## src/rtl/key_evt_ctrl.sv

```systemverilog
// Key event sequencer: classifies debounced key presses as short/long/repeat with one shared hold timer.
// Define KEY_EVT_REPEAT_EN to enable auto-repeat events; otherwise REPEAT only waits for release.
module key_evt_ctrl #(
  parameter int                N_KEY    = 4,
  parameter int                IDX_W    = 2,
  parameter int                CNT_W    = 26,
  parameter logic [CNT_W-1:0]  T_LONG   = 26'd25_000_000,
  parameter logic [CNT_W-1:0]  T_REPEAT = 26'd5_000_000
) (
  input  logic             clk,
  input  logic             n_rst,
  input  logic [N_KEY-1:0] key_in,
  output logic             evt_valid,
  input  logic             evt_ready,
  output logic [IDX_W-1:0] evt_key,
  output logic [1:0]       evt_type,
  output logic             evt_drop,
  output logic             busy
);

  typedef enum logic [1:0] {IDLE, HOLD, REPEAT} state_t;

  localparam logic [1:0] EVT_SHORT  = 2'b01;
  localparam logic [1:0] EVT_LONG   = 2'b10;
  localparam logic [1:0] EVT_REPEAT = 2'b11;

  localparam logic [CNT_W-1:0] LONG_LAST = T_LONG - 1'b1;

  // Timer terminal counts below 2 would collapse the hold/repeat windows.
  if (T_LONG < 2 || T_REPEAT < 2) begin : g_bad_param
    $error("key_evt_ctrl: T_LONG and T_REPEAT must both be >= 2");
  end

  state_t             state_q, state_d;
  logic [N_KEY-1:0]   key_d1_q;
  logic [CNT_W-1:0]   cnt_q, cnt_d;
  logic [IDX_W-1:0]   sel_q, sel_d;
  logic               evt_valid_q, evt_valid_d;
  logic [IDX_W-1:0]   evt_key_q, evt_key_d;
  logic [1:0]         evt_type_q, evt_type_d;
  logic               evt_drop_q, evt_drop_d;

  logic [N_KEY-1:0]   press_edge;
  logic [IDX_W-1:0]   first_idx;
  logic               held;
  logic               gen;
  logic [1:0]         gen_type;
  logic               hs;

  assign press_edge = key_in & ~key_d1_q;
  assign held       = |(key_in & ({{(N_KEY-1){1'b0}}, 1'b1} << sel_q));
  assign hs         = evt_valid_q & evt_ready;

  always_comb begin
    first_idx = '0;
    for (int i = N_KEY - 1; i >= 0; i--) begin
      if (press_edge[i]) first_idx = IDX_W'(i);
    end
  end

  always_comb begin
    state_d  = state_q;
    cnt_d    = cnt_q;
    sel_d    = sel_q;
    gen      = 1'b0;
    gen_type = 2'b00;
    case (state_q)
      IDLE: begin
        if (|press_edge) begin
          sel_d   = first_idx;
          cnt_d   = '0;
          state_d = HOLD;
        end
      end
      HOLD: begin
        if (!held) begin
          gen      = 1'b1;
          gen_type = EVT_SHORT;
          state_d  = IDLE;
        end else if (cnt_q == LONG_LAST) begin
          gen      = 1'b1;
          gen_type = EVT_LONG;
          cnt_d    = '0;
          state_d  = REPEAT;
        end else begin
          cnt_d = cnt_q + 1'b1;
        end
      end
      REPEAT: begin
`ifdef KEY_EVT_REPEAT_EN
        if (!held) begin
          state_d = IDLE;
        end else if (cnt_q == T_REPEAT - 1'b1) begin
          gen      = 1'b1;
          gen_type = EVT_REPEAT;
          cnt_d    = '0;
        end else begin
          cnt_d = cnt_q + 1'b1;
        end
`else
        cnt_d = '0;
        if (!held) state_d = IDLE;
`endif
      end
      default: state_d = IDLE;
    endcase
  end

  // One-entry slot: a generate may refill the slot in the same cycle it is handshaken.
  always_comb begin
    evt_valid_d = evt_valid_q;
    evt_key_d   = evt_key_q;
    evt_type_d  = evt_type_q;
    evt_drop_d  = 1'b0;
    if (gen) begin
      if (!evt_valid_q || hs) begin
        evt_valid_d = 1'b1;
        evt_key_d   = sel_q;
        evt_type_d  = gen_type;
      end else begin
        evt_drop_d = 1'b1;
      end
    end else if (hs) begin
      evt_valid_d = 1'b0;
    end
  end

  always_ff @(posedge clk or negedge n_rst) begin
    if (!n_rst) begin
      state_q     <= IDLE;
      key_d1_q    <= '0;
      cnt_q       <= '0;
      sel_q       <= '0;
      evt_valid_q <= 1'b0;
      evt_key_q   <= '0;
      evt_type_q  <= 2'b00;
      evt_drop_q  <= 1'b0;
    end else begin
      state_q     <= state_d;
      key_d1_q    <= key_in;
      cnt_q       <= cnt_d;
      sel_q       <= sel_d;
      evt_valid_q <= evt_valid_d;
      evt_key_q   <= evt_key_d;
      evt_type_q  <= evt_type_d;
      evt_drop_q  <= evt_drop_d;
    end
  end

  assign evt_valid = evt_valid_q;
  assign evt_key   = evt_key_q;
  assign evt_type  = evt_type_q;
  assign evt_drop  = evt_drop_q;
  assign busy      = (state_q != IDLE);

endmodule

```

## config.mk

```make
export PLATFORM = sky130hd
export DESIGN_NAME = key_evt_ctrl
export DESIGN_NICKNAME = d
export VERILOG_FILES = /design/src/rtl/key_evt_ctrl.sv
export SDC_FILE = /design/constraint.sdc
export NUM_CORES = 1
export LEC_CHECK = 0
export ABC_AREA = 1
export CAP_MARGIN = 20
export CELL_PAD_IN_SITES_DETAIL_PLACEMENT = 0
export CELL_PAD_IN_SITES_GLOBAL_PLACEMENT = 1
export CORE_MARGIN = 5
export CORE_UTILIZATION = 47
export CTS_CLUSTER_DIAMETER = 200
export CTS_CLUSTER_SIZE = 14
export DETAILED_ROUTE_END_ITERATION = 12
export HOLD_SLACK_MARGIN = 0.1
export PLACE_DENSITY_LB_ADDON = 0.1
export RECOVER_POWER = 100
export SLEW_MARGIN = 25
export SYNTH_ARGS = -nofsm -noshare
export SYNTH_HDL_FRONTEND = slang
export SYNTH_SLANG_ARGS = --single-unit
```

## constraint.sdc

```tcl
create_clock -name clk -period 4.15 [get_ports clk]
set_input_delay 0.83 -clock clk [delete_from_list [all_inputs] [get_ports clk]]
set_output_delay 0.83 -clock clk [all_outputs]
set_load 0.02 [all_outputs]
```

# --- Word-level counts from Yosys, hierarchy flattened ---
# Cells that the tools add are included.
# Widths: inputs -> output; s select.
classes:
  n_addsub: 1
  n_eq_ne: 8
  n_shift: 1
  mux: 24
  bitwise_logic: 4
  reduce_logical: 13
op_table:
  columns: ["operator", "n"]
  rows:
  - ["$mux 26", 3]
  - ["$pmux 26 s3", 1]
  - ["$add 26x1->26 const B", 1]
  - ["$eq 26x25->1 const B", 1]
  - ["$mux 2", 11]
  - ["$and 4x4->4", 2]
  - ["$mux 1", 8]
  - ["$reduce_or 4->1", 2]
  - ["$ne 2x2->1 const B", 3]
  - ["$pmux 2 s3", 1]
  - ["$reduce_and 2->1", 3]
  - ["$reduce_and 3->1", 2]
  - ["$not 4->4", 1]
  - ["$reduce_bool 2->1", 2]
  - ["$shl 1x2->4 const A", 1]
  - ["$ne 3x3->1 const B", 1]
  - ["$reduce_bool 3->1", 1]
  - ["$eq 2x1->1 const B", 1]
  - ["$eq 2x2->1 const B", 1]
  - ["$logic_not 2->1", 1]
  - ["$ne 2x1->1 const B", 1]
  - ["$and 1x1->1", 1]
  - ["$logic_not 1->1", 1]
  - ["$logic_or 1x1->1", 1]
word_totals:
  regBits: 40
  in_bits: 7
  out_inout_bits: 7

# --- Logic depth before layout (Yosys ltp) ---
depth:
  depth_word: 7
  mapped_depth: 11
  ltp_nobuf: 10

# --- Worst setup path before layout ---
# OpenSTA, ideal clock, no wires.
synth_path:
  path_type: "in2reg"
  from: "in key_in[2]"
  to: "reg cnt_q[23]"
  arrival_ns: 1.676
  required_time_ns: 4.031
  path_slack_ns: 2.355
  path_stages: 8
  path_buffers: 2
  path_cell_list: "nand2_1 nand3_1 o21bai_1 nand2_2 buf_6 buf_6 a21oi_1 nor2_1"
synth_via:
  elab_chain_cells: 4
  elab_cells_between_ends: 7
synth_rtl:
  columns: ["item", "line_no", "text"]
  rows:
  - ["start: declaration", "12", "input logic [N_KEY-1:0] key_in,"]
  - ["$and 4x4->4, on equally long branches", "51, 50", null]
  - ["$reduce_or 4->1, on equally long branches", "51, 69", null]
  - ["$ne 2x2->1 (no source line)", null, null]
  - ["$reduce_and 3->1 (no source line) (*)", null, null]
  - ["end signal: assignment", "141", "cnt_q <= cnt_d;"]
  - ["end: declaration", "36", "logic [CNT_W-1:0] cnt_q, cnt_d;"]
# Every way passes the cells marked *; elsewhere a longest branch is shown, timed or not.
# A chain may end at the register's enable or synchronous reset.

# --- Final worst setup path ---
layout_path:
  from: "in key_in[3]"
  to: "reg cnt_q[18]"
# The elaborated chain is that of the path after synthesis.

==> impl_metrics.ini <==
[clock_network]
cts_resized = 0
clkLatencyLatePin_ps = 300
postCtsHoldBufs = 0
cts_root_buf = clkbuf_8
clk_pin_slew_ps = 90
h-tree-depth = 2
cts_tree = yes
cts_made_buffers = 5
clockBufferDepth = 2
numClockSinks = 40
cts_setup_buffers = 0

[die]
core_sq_um = 5440
die_height_um = 84.2
ioPinCount = 14
die_x_um = 84.2
dieArea_sq_um = 7090
row_count = 27
start_util = 0.476

[layout]
diodes = 0
area_growth_pct = 8.22
fin_util = 0.515
drive_above_1_share = 0.0636
fill_cells = 562
nets = 401
final_area_sq_um = 2800

[worst_setup_path]
endpoint_kind = register
crit_slowest_cell = nand2_1
critPathMostFrequentCell = nand3_1
path_cells = dlygate4sd3_1, nand2_1, nand3_1, nand3_1, nand2_1, nand2_2, nand3_1, inv_1
critPathMaxStageDelay_ps = 990
cp_max_fo = 39
arrival_ps = 3370
required_ps = 4350
cp_top_family = simple AND/OR/NAND/NOR gates
startpoint_type = input pin
critical_path_class = in -> reg
path_buf_inv = 2

[yosys]
synthArstFlopShare = 1.00
ys_warn_count = 0
synth.avg_cell_area_sq_um = 6.83
synth_edf_count = 0
synth.ff_latch_count = 40
synth.distinct_cells = 30
synthFlopType = dfrtp_1
synthesis.area_sq_um = 2590
syn_inst = 379
ys_seq_area_frac = 0.387
synth_fp_nets = 388

[global_route]
antenna_found_initial = 0
gr-total-overflow = 0
grt_max_degree = 41
grt_first_pass_wirelength_mm = 10.6
grt_use_total = 0.184
grt_pass1_vias = 2274

[sta]
finalSetupViolations = 0
skew_ps = 7.40
period_share = 0.765
fin_crit_ps = 3170
relSlewSlack = -0.481
fmax_mhz = 315
finalMaxSlewViolations = 41
setup_tns_ps = 0
rsz0062_at_grt = false
worst_pin_slew_ps = 2220
hold_violations = 0

[run_status]
outcome = finished, violations left
failed_checks = capacitance limit, slew limit

[placed_design]
dp_hpwl_mm = 4.57
place_area_sq_um = 2740
portBuffers = 13
globalplace.congestion = 0.844

[pwr]
power_density_nw_per_um2 = 421
leakagePower_nw = 1.36
ir_worst_vdd_uv = 316

[drt]
routed_via_density = 5.06
drt-initial-drc-count = 120
drt_wl_total_mm = 6.16
antenna_left = 0
wl_per_cell_um = 13.2
drtPass1Iterations = 4
drc = 0
dr_total_vias = 2355

[job]
max-cap-violations = 1

[min_path]
hold_path_class = reg -> reg
layer usage:
metal  up-vias  track usage  share of wire
met5         -            0              0
met3         8       0.0334          0.031
met1      1093        0.240           0.50
li1       1225            -              -
met2        29        0.311           0.46
met4         0       0.0512         0.0096
kinds of logic (layout without fill, tap and decap cells):
kind of cell / Yosys count / after routing / share of synthesized area
buffers and inverters: 62 / 76 / 0.105
AND/OR/NAND/NOR: 248 / 248 / 0.435
flip-flops: 40 / 40 / 0.387
AO/OA/AOI/OAI: 24 / 24 / 0.0537
adder cells (fa/ha/maj): 2 / 2 / 0.00967
XOR/XNOR: 3 / 3 / 0.0102
metrics by stage:
stage	hold slack, ps	instances	setup slack (ps)	power, mW
floorplan	480	379	2360	0.863
global placement	461	457	1250	0.930
detailed placement	467	457	1210	0.940
CTS	490	465	1530	1.22
global route	544	465	700	1.27
finish	482	465	976	1.18
power by group:
group | internal [mW] | total, mW | switching [mW]
logic | 0.116 | 0.420 | 0.304
clock network | 0.120 | 0.274 | 0.154
registers | 0.436 | 0.485 | 0.0484
total | 0.672 | 1.18 | 0.507
Yosys cell counts (all sizes together), types with 3 or more instances:
master	instances	share of area
nand4	15	0.036
nor3	7	0.015
o21bai	3	0.0087
nand2	121	0.18
a21oi	9	0.019
nand3	40	0.087
dfrtp	40	0.39
nor2	62	0.10
inv	55	0.080
buf	7	0.025
o21ai	8	0.015
tightest hold or removal path: stages (launching register included):
cell and delay [ps]:
dfrtp_1 350, nand2_1 60, nand2_1 50
area by class of cell:
class,instances,area [sq um],area share
clock buffers,5,68.8,0.0246
clock inverters,3,21.3,0.00760
inverters,55,206,0.0737
multi-input cells,277,1290,0.460
flip-flops and latches,40,1000,0.357
well taps,72,90.1,0.0322
repair buffers,13,124,0.0442
layout by cell type, fill, tap and decap left out, types with 2 or more instances in the layout:
cell type / n
nand3_2: 2
clkbuf_8: 5
o21bai_1: 3
inv_1: 52
inv_2: 3
nand2_2: 4
nand4_1: 15
ha_1: 2
xor2_1: 2
nand3_1: 38
nor2_1: 56
o22ai_1: 2
nand2_1: 117
nor2_4: 4
o21ai_0: 7
nor2_2: 2
nor3_1: 6
dlygate4sd3_1: 11
dfrtp_1: 40
a21oi_1: 9
flip-flops by register name (all words and copies together), names as in the netlist:
register / flops
cnt_q: 26
evt_drop: 1
evt_key: 2
evt_type: 2
evt_valid: 1
key_d1_q: 4
sel_q: 2
state_q: 2
worst paths after layout:
kind,startpoint,endpoint,slack (ps),cells past startpoint
min,evt_type[0],evt_type[0],480,2
max in group asynchronous,n_rst,cnt_q[21],1710,1
min in group asynchronous,n_rst,cnt_q[5],1180,1
min reg2reg,evt_type[0],evt_type[0],480,2
max,key_in[3],cnt_q[18],980,8
max reg2reg,state_q[1],cnt_q[18],1380,6
No activity file was read; power rests on OpenSTA's default activity.
